File: src/rtl/debounced_pio_pkg.sv
// Shared definitions for the debounced input PIO: register addresses, edge
// capture modes and CONFIG bit positions.
package debounced_pio_pkg;

  localparam logic [1:0] ADDR_DATA = 2'd0;
  localparam logic [1:0] ADDR_MASK = 2'd1;
  localparam logic [1:0] ADDR_EDGE = 2'd2;
  localparam logic [1:0] ADDR_CFG  = 2'd3;

  typedef enum logic [1:0] {
    MODE_RISE = 2'b00,
    MODE_FALL = 2'b01,
    MODE_BOTH = 2'b10,
    MODE_NONE = 2'b11
  } edge_mode_e;

  localparam int CFG_MODE_LSB = 0;
  localparam int CFG_MODE_MSB = 1;
  localparam int CFG_INV_BIT  = 2;

  function automatic logic edge_event(input edge_mode_e mode,
                                      input logic       rise,
                                      input logic       fall);
    logic hit;
    hit = 1'b0;
    case (mode)
      MODE_RISE: hit = rise;
      MODE_FALL: hit = fall;
      MODE_BOTH: hit = rise | fall;
      default:   hit = 1'b0;
    endcase
    return hit;
  endfunction

endpackage

File: src/rtl/debounce_channel.sv
// One input channel: 2-FF synchroniser, consecutive-stable counter debounce,
// and a one-clock delayed copy of the stable level for edge detection.
module debounce_channel #(
  parameter int DEBOUNCE_CYCLES = 50000,
  parameter int CNT_W           = 16
) (
  input  logic clk,
  input  logic reset_n,
  input  logic eff_in,
  output logic level,
  output logic rise,
  output logic fall
);

  localparam logic [CNT_W-1:0] CNT_LAST = CNT_W'(DEBOUNCE_CYCLES - 1);

  logic             sync1_q, sync1_d;
  logic             sync2_q, sync2_d;
  logic [CNT_W-1:0] cnt_q, cnt_d;
  logic             stb_q, stb_d;
  logic             stb_dly_q, stb_dly_d;

  always_comb begin
    sync1_d   = eff_in;
    sync2_d   = sync1_q;
    cnt_d     = cnt_q;
    stb_d     = stb_q;
    stb_dly_d = stb_q;
    // Any sample agreeing with the stable level restarts the count.
    if (sync2_q == stb_q) begin
      cnt_d = '0;
    end else if (cnt_q == CNT_LAST) begin
      stb_d = sync2_q;
      cnt_d = '0;
    end else begin
      cnt_d = cnt_q + 1'b1;
    end
  end

  always_ff @(posedge clk or negedge reset_n) begin
    if (!reset_n) begin
      sync1_q   <= 1'b0;
      sync2_q   <= 1'b0;
      cnt_q     <= '0;
      stb_q     <= 1'b0;
      stb_dly_q <= 1'b0;
    end else begin
      sync1_q   <= sync1_d;
      sync2_q   <= sync2_d;
      cnt_q     <= cnt_d;
      stb_q     <= stb_d;
      stb_dly_q <= stb_dly_d;
    end
  end

  assign level = stb_q;
  assign rise  = stb_q & ~stb_dly_q;
  assign fall  = ~stb_q & stb_dly_q;

endmodule

File: src/rtl/debounced_input_pio.sv
// Avalon-MM slave exposing WIDTH debounced board inputs with sticky edge
// capture, optional inversion and a maskable level interrupt.
module debounced_input_pio #(
  parameter int WIDTH           = 4,
  parameter int DEBOUNCE_CYCLES = 50000,
  parameter int CNT_W           = 16
) (
  input  logic             clk,
  input  logic             reset_n,
  input  logic [WIDTH-1:0] in_raw,
  input  logic [1:0]       avs_address,
  input  logic             avs_read,
  input  logic             avs_write,
  input  logic [31:0]      avs_writedata,
  output logic [31:0]      avs_readdata,
  output logic             irq,
  output logic [WIDTH-1:0] level_out
);

  import debounced_pio_pkg::*;

  // Bus handshake: no waitrequest. A write takes effect on the clock edge where
  // avs_write is high. A read samples register state on the edge where avs_read
  // is high and avs_readdata holds that value from then until the next read;
  // with read and write together the read returns the pre-write value.

  logic [WIDTH-1:0] mask_q, mask_d;
  logic [WIDTH-1:0] edge_q, edge_d;
  edge_mode_e       mode_q, mode_d;
  logic             inv_q, inv_d;
  logic [31:0]      readdata_q, readdata_d;
  logic             irq_q, irq_d;

  logic [WIDTH-1:0] eff;
  logic [WIDTH-1:0] stb;
  logic [WIDTH-1:0] rise;
  logic [WIDTH-1:0] fall;
  logic [WIDTH-1:0] edge_set;
  logic [WIDTH-1:0] edge_clr;
  logic [31:0]      rdata;
  logic             unused_wdata;

  // Inverting ahead of the synchroniser makes an INV toggle look like a real
  // input change, so it re-debounces and is captured as an ordinary edge.
  assign eff = in_raw ^ {WIDTH{inv_q}};

  for (genvar i = 0; i < WIDTH; i++) begin : g_ch
    debounce_channel #(
      .DEBOUNCE_CYCLES(DEBOUNCE_CYCLES),
      .CNT_W          (CNT_W)
    ) u_ch (
      .clk    (clk),
      .reset_n(reset_n),
      .eff_in (eff[i]),
      .level  (stb[i]),
      .rise   (rise[i]),
      .fall   (fall[i])
    );
    assign edge_set[i] = edge_event(mode_q, rise[i], fall[i]);
  end

  assign unused_wdata = ^avs_writedata;

  always_comb begin
    mask_d   = mask_q;
    mode_d   = mode_q;
    inv_d    = inv_q;
    edge_clr = '0;
    if (avs_write) begin
      case (avs_address)
        ADDR_MASK: mask_d = avs_writedata[WIDTH-1:0];
        ADDR_EDGE: edge_clr = avs_writedata[WIDTH-1:0];
        ADDR_CFG: begin
          mode_d = edge_mode_e'(avs_writedata[CFG_MODE_MSB:CFG_MODE_LSB]);
          inv_d  = avs_writedata[CFG_INV_BIT];
        end
        default: ;
      endcase
    end
    // Set is ORed in after the clear so a same-cycle event is never lost.
    edge_d = (edge_q & ~edge_clr) | edge_set;
    irq_d  = |(edge_q & mask_q);
  end

  always_comb begin
    rdata = '0;
    case (avs_address)
      ADDR_DATA: rdata[WIDTH-1:0] = stb;
      ADDR_MASK: rdata[WIDTH-1:0] = mask_q;
      ADDR_EDGE: rdata[WIDTH-1:0] = edge_q;
      ADDR_CFG: begin
        rdata[CFG_MODE_MSB:CFG_MODE_LSB] = mode_q;
        rdata[CFG_INV_BIT]               = inv_q;
      end
      default: ;
    endcase
    readdata_d = avs_read ? rdata : readdata_q;
  end

  always_ff @(posedge clk or negedge reset_n) begin
    if (!reset_n) begin
      mask_q     <= '0;
      edge_q     <= '0;
      mode_q     <= MODE_RISE;
      inv_q      <= 1'b0;
      readdata_q <= '0;
      irq_q      <= 1'b0;
    end else begin
      mask_q     <= mask_d;
      edge_q     <= edge_d;
      mode_q     <= mode_d;
      inv_q      <= inv_d;
      readdata_q <= readdata_d;
      irq_q      <= irq_d;
    end
  end

  assign avs_readdata = readdata_q;
  assign irq          = irq_q;
  assign level_out    = stb;

endmodule

File: config.mk
export PLATFORM = sky130hd
export DESIGN_NAME = debounced_input_pio
export DESIGN_NICKNAME = d
export VERILOG_FILES = /design/src/rtl/debounced_pio_pkg.sv /design/src/rtl/debounce_channel.sv /design/src/rtl/debounced_input_pio.sv
export SDC_FILE = /design/constraint.sdc
export NUM_CORES = 1
export LEC_CHECK = 0
export ABC_AREA = 1
export BUFFER_PORTS_ARGS = -buffer_cell sky130_fd_sc_hd__buf_4
export CAP_MARGIN = 20
export CORE_MARGIN = 2
export CORE_UTILIZATION = 55
export CTS_BUF_LIST = sky130_fd_sc_hd__clkbuf_2 sky130_fd_sc_hd__clkbuf_4 sky130_fd_sc_hd__clkbuf_8
export CTS_CLUSTER_DIAMETER = 30
export CTS_CLUSTER_SIZE = 30
export DETAILED_ROUTE_END_ITERATION = 7
export PLACE_DENSITY = 0.75
export SYNTH_ARGS = -nofsm -noshare
export SYNTH_HDL_FRONTEND = slang
export SYNTH_SLANG_ARGS = --single-unit
File: constraint.sdc
create_clock -name clk -period 1.57 [get_ports clk]
set_clock_uncertainty 0.15 [all_clocks]
set_input_delay 0.157 -clock clk [delete_from_list [all_inputs] [get_ports clk]]
set_output_delay 0.157 -clock clk [all_outputs]
set_load 0.005 [all_outputs]
==> impl_metrics.json, run 1 <==
{
  "first_pass_iters": 7,
  "grt_antenna_before_repair": 0,
  "utilization_pct": 64.64,
  "ys_ff_latch": 96,
  "layout_setup_ws_ns": 0.06248,
  "gp_congestion": 0.8930,
  "crit_buf_inv": 0,
  "crit_arrival_ns": 1.61,
  "port_buffers": 22,
  "cts_made_buffers": 9,
  "rsz0062_at_grt": "true",
  "crit_slowest_cell": "dfrtp_1",
  "cpPeakStageDelay_ns": 0.41,
  "io_pins": 79,
  "hp-class": "in2reg",
  "start_util_pct": 57.29,
  "path_max_fanout": 7,
  "track_usage_pct": 20.85,
  "yosysUniqueCellTypes": 32,
  "power_density_mw_per_mm2": 859.3,
  "fill_cells": 828,
  "status": "completed",
  "synthCells": 687,
  "dieArea_mm2": 0.01052,
  "critPathTopFamily": "simple AND/OR/NAND/NOR gates",
  "diodes": 0,
  "root_buffer": "clkbuf_8",
  "p_leak_nw": 2.917,
  "multi_input_area_mm2": 0.002532,
  "cts_buffer_depth": 2,
  "final_cells": 876,
  "endpoint_kind": "register",
  "maxCapViolations": 0,
  "synth.avg_cell_area_um2": 7.779,
  "detail_route.iter0.violations": 165,
  "ant_nets": 0,
  "fin_crit_ns": 1.508,
  "die_h_um": 102.6,
  "drc": 0,
  "cts_max_level": 3,
  "via_per_inst": 4.845,
  "finalWirelength_um": 10170,
  "worstSetupStartpointType": "register",
  "yosysWarnings": 0,
  "fmax_mhz": 663.3,
  "final_layout_size_suffix_gt1_share_pct": 12.18,
  "setup_viol": 0,
  "syn_area_mm2": 0.005344,
  "ir_drop_uv": 537.2,
  "hold_violations": 0,
  "area_growth_pct": 12.83,
  "grt_max_degree": 40,
  "die_w_um": 102.6,
  "post-place-ws_ns": 0.06599,
  "grt_first_pass_wirelength_um": 17370,
  "fin_crit_sh_pct": 96.02,
  "rows": 35,
  "cts.reportedPaths.clkPinSlew_ns": 0.09,
  "path_class": "reg2reg",
  "required_ns": 1.67,
  "regArea_mm2": 0.002404,
  "core_mm2": 0.009328,
  "layout.nets": 796,
  "drv_slew": 0,
  "vias": 4244,
  "ys_seq_area_share_pct": 44.95,
  "crit_top_cell": "nor2_1",
  "place_hpwl_um": 7729,
  "numClockSinks": 96,
  "routedWlPerCell_um": 11.61,
  "clkLatencyLatePin_ns": 0.36,
  "dp.cells": 848,
  "crit_chain": "or2_2, nor2_1, nand3_2, nand2_4, nor2_1",
  "tritoncts": "yes",
  "grt_overflow": 0,
  "grt_pass1_vias": 3891
}
Yosys cell counts (all sizes together):
cell type	instances	share of area (%)
nand2	163	12
nor2	144	10
dfrtp	96	45
inv	85	6.0
nand3	52	5.2
buf	32	4.5
xor2	30	5.2
o21ai	23	2.2
nor3	13	1.9
ha	12	2.8
a21oi	10	0.94
o21bai	8	1.1
xnor2	6	0.98
nor3b	4	0.84
nand4	2	0.23
or2	2	0.23
clkbuf	1	0.070
conb	1	0.070
nand3b	1	0.14
o211ai	1	0.14
o221ai	1	0.16
area by class of cell:
type                            instances  share of cell area, %
Multi-Input combinational cell        500                  42.00
Sequential cell                        96                  39.86
Timing Repair Buffer                   50                  7.055
Inverter                               85                  5.292
Tap cell                              129                  2.677
Clock buffer                           12                  2.635
Clock inverter                          4                 0.4773
stage by stage:
step	TNS (ns)	hold slack (ns)	cell area (µm²)	total power, W
3_5_place_dp	0	-0.09306	5673	0.003647
5_1_grt	-0.05582	0.08232	6030	0.005512
3_3_place_gp	0	-0.09668	5673	0.003610
4_1_cts	0	0.03140	5961	0.005190
6_report	0	0.05178	6030	0.005181
2_1_floorplan	0	-0.2886	5445	0.003348
worst paths after layout:
path                       slack, ns                endpoint  cells after the start              startpoint
min in group asynchronous       0.06  g_ch[1].u_ch.cnt_q[10]                      2                 reset_n
hold / removal                  0.05         avs_readdata[2]                      4          avs_address[0]
setup reg to reg                0.06   g_ch[0].u_ch.cnt_q[6]                      5  g_ch[0].u_ch.cnt_q[12]
hold reg to reg                 0.20    g_ch[0].u_ch.sync2_q                      0    g_ch[0].u_ch.sync1_q
max in group asynchronous       0.71  g_ch[3].u_ch.stb_dly_q                      3                 reset_n
setup / recovery                0.06   g_ch[0].u_ch.cnt_q[6]                      5  g_ch[0].u_ch.cnt_q[12]
flip-flops by register name (all words and copies together) (netlist names):
register / flops
avs_readdata: 4
edge_q: 4
g_ch.u_ch.cnt_q: 64
g_ch.u_ch.level: 4
g_ch.u_ch.stb_dly_q: 4
g_ch.u_ch.sync1_q: 4
g_ch.u_ch.sync2_q: 4
inv_q: 1
irq: 1
mask_q: 4
mode_q: 2
placed cells by master, fill, tap and decap left out, types with 3 or more instances in the layout:
master	n
nand2_2	5
xnor2_1	6
conb_1	28
inv_1	84
nor3b_2	3
o21ai_0	20
o21bai_1	8
nor3_2	3
nand2_1	154
nor3_1	8
buf_4	38
nor2_2	5
nand2_4	4
a21oi_1	10
nor2_1	138
dlygate4sd3_1	10
dfrtp_1	95
clkbuf_8	11
xor2_1	28
o21ai_1	3
ha_1	10
nand3_1	48
per-layer routing:
layer | global-route usage, % | share of wire (%) | vias up
met2 | 32.78 | 47 | 99
met3 | 3.051 | 4.7 | 15
met4 | 7.077 | 1.5 | 0
met1 | 29.89 | 47 | 1960
met5 | 0 | 0 | -
li1 | - | - | 2170
tightest hold or removal path: cells and delay by family:
| kind | cells | cell delay, ns |
|---|---|---|
| AOI/OAI and AO/OA | 1 | 0.15 |
| buffers and inverters | 1 | 0.11 |
| and+or+nand+nor | 2 | 0.10 |
kinds of logic after synthesis:
logic type | Yosys count | share of synthesized area (%)
adders and majority gates | 12 | 2.810
and+or+nand+nor | 381 | 30.93
other | 1 | 0.07017
AOI/OAI and AO/OA | 43 | 4.519
DFF | 96 | 44.95
buffers and inverters | 118 | 10.54
xor gates and xnor gates | 36 | 6.181
where the power goes:
group	switching [W]	internal [W]	total [W]	leakage [nW]
Clock	0.000823	0.000681	0.00150	0.0920
Sequential	0.000169	0.00267	0.00283	1.30
Combinational	0.000485	0.000358	0.000843	1.53
repair_timing:
action / 4_1_cts / 5_1_grt
endpoints found under the hold margin: 111 / 0
setup buffers: 0 / 2
hold buffers: 10 / 0
endpoints found under the setup margin: 0 / 27
resized for setup: 0 / 12
Power figures use the tool's default switching activity.
==> inputs of run 2 (changes only) <==
REMOVE_ABC_BUFFERS = 1   (was not set)
==> impl_metrics.json, run 2 (synthesis results as in run 1) <==
{
  "status": "completed",
  "grt_antenna_before_repair": 0,
  "hp-class": "in2reg",
  "ir_drop_uv": 577.4,
  "io_pins": 79,
  "rr_worst_depth": 5,
  "p_sw_w": 0.001492,
  "rsz0062_at_grt": "true",
  "post-place-ws_ns": 0.06115,
  "finalWirelength_um": 10220,
  "p_leak_nw": 2.887,
  "cts_max_level": 3,
  "cts.reportedPaths.clkPinSlew_ns": 0.09,
  "hold_depth": 4,
  "area_growth_pct": 11.87,
  "detail_route.iter0.violations": 177,
  "dieArea_mm2": 0.01052,
  "grt_max_degree": 97,
  "hold_violations": 0,
  "final_layout_size_suffix_gt1_share_pct": 12.23,
  "fill_cells": 836,
  "endpoint_kind": "register",
  "pwr-share-clk_pct": 28.3,
  "cts_buffer_depth": 2,
  "die_h_um": 102.6,
  "utilization_pct": 64.09,
  "crit_arrival_ns": 1.59,
  "drc": 0,
  "path_max_fanout": 7,
  "vias": 4266,
  "rows": 35,
  "fin_crit_ns": 1.484,
  "grt_pass1_vias": 4018,
  "tritoncts": "yes",
  "via_per_inst": 4.887,
  "postLayoutCellArea_mm2": 0.005978,
  "track_usage_pct": 21.59,
  "start_util_pct": 57.29,
  "port_buffers": 22,
  "required_ns": 1.67,
  "grt_first_pass_wirelength_um": 18020,
  "power_frac_seq_pct": 55.8,
  "power_density_mw_per_mm2": 849.5,
  "clkLatencyLatePin_ns": 0.36,
  "gp_congestion": 0.9066,
  "cts_made_buffers": 9,
  "drv_slew": 0,
  "largest_register_ffs": 64,
  "intPower_w": 0.003587,
  "ant_nets": 0,
  "fmax_mhz": 673.8,
  "die_w_um": 102.6,
  "maxCapViolations": 0,
  "finalPower_w": 0.005078,
  "layout_setup_ws_ns": 0.08581,
  "grt_overflow": 0,
  "worstSetupStartpointType": "register",
  "core_mm2": 0.009328,
  "diodes": 0,
  "routedWlPerCell_um": 11.71,
  "numClockSinks": 96,
  "layout_commonest_cell": "nand2_1",
  "root_buffer": "clkbuf_8",
  "path_class": "reg2reg",
  "pwr-share-comb_pct": 15.9,
  "most-common-layout-cells": "nand2_1 (154), nor2_1 (137), dfrtp_1 (96)",
  "place_hpwl_um": 7591,
  "largest_register": "g_ch.u_ch.cnt_q",
  "fin_crit_sh_pct": 94.53,
  "postPlaceCellArea_mm2": 0.005638,
  "setup_viol": 0,
  "power.share.switching_pct": 29.37,
  "first_pass_iters": 5,
  "layout.nets": 793
}
run 2: cell count changes in the layout (fill, tap and decap cells not counted), moves of 2 or more:
cell and change:
nand2_4 -2, clkinv_2 +3, clkbuf_8 -2, buf_4 -2, nand2_2 +2
run 2: power by group through the flow:
stage | registers (W) | logic (W) | clock network (W)
after floorplan | 0.00286 | 0.000437 | 0
after global placement | 0.00287 | 0.000726 | 0
after detailed placement | 0.00288 | 0.000745 | 0
after CTS | 0.00283 | 0.000770 | 0.00148
after global routing | 0.00287 | 0.000928 | 0.00160
final | 0.00284 | 0.000808 | 0.00144
run 2: critical path, stage by stage (launching register included):
cell and delay [ns]:
dfrtp_1 0.41, or2_2 0.30, nor2_1 0.17, nand3_2 0.14
nand2_2 0.15, nor2_1 0.06
run 2: worst paths after layout:
check | start | end | slack (ns)
min | avs_write | inv_q | 0.05
min reg2reg | g_ch[2].u_ch.sync1_q | g_ch[2].u_ch.sync2_q | 0.20
min in group asynchronous | reset_n | g_ch[1].u_ch.cnt_q[5] | 0.23
max in group asynchronous | reset_n | g_ch[2].u_ch.sync1_q | 0.65
max reg2reg | g_ch[0].u_ch.cnt_q[12] | g_ch[0].u_ch.cnt_q[6] | 0.09
max | g_ch[0].u_ch.cnt_q[12] | g_ch[0].u_ch.cnt_q[6] | 0.09
run 2: stage by stage:
step / cells / hold WS (ns) / TNS [ns]
3_5_place_dp: 845 / 0.1045 / 0
2_1_floorplan: 681 / -0.2886 / 0
5_1_grt: 873 / 0.07077 / -0.09427
4_1_cts: 871 / 0.04173 / 0
6_report: 873 / 0.05006 / 0
3_3_place_gp: 845 / 0.1011 / 0
run 2: routing by layer:
metal	vias to the layer above	GRT usage [%]	share of wire, %
li1	2170	-	-
met1	1989	29.23	45
met2	99	35.19	49
met3	8	5.220	5.3
met4	0	5.641	0.87
met5	-	0	0
run 2: what timing repair did:
action | CTS | global route
gates resized for setup | 0 | 15
hold buffers | 10 | 0
setup buffers | 0 | 2
hold endpoints to repair | 108 | 0
endpoints found under the setup margin | 0 | 28
run 2: layout make-up:
class | count | area [µm²] | area share (%)
clock buffers | 10 | 131.4 | 2.198
clock inverters | 6 | 36.28 | 0.6069
inverters | 85 | 319.1 | 5.337
multi-input cells | 500 | 2537 | 42.44
flip-flops and latches | 96 | 2402 | 40.18
well taps | 129 | 161.4 | 2.700
repair buffers | 47 | 390.4 | 6.530
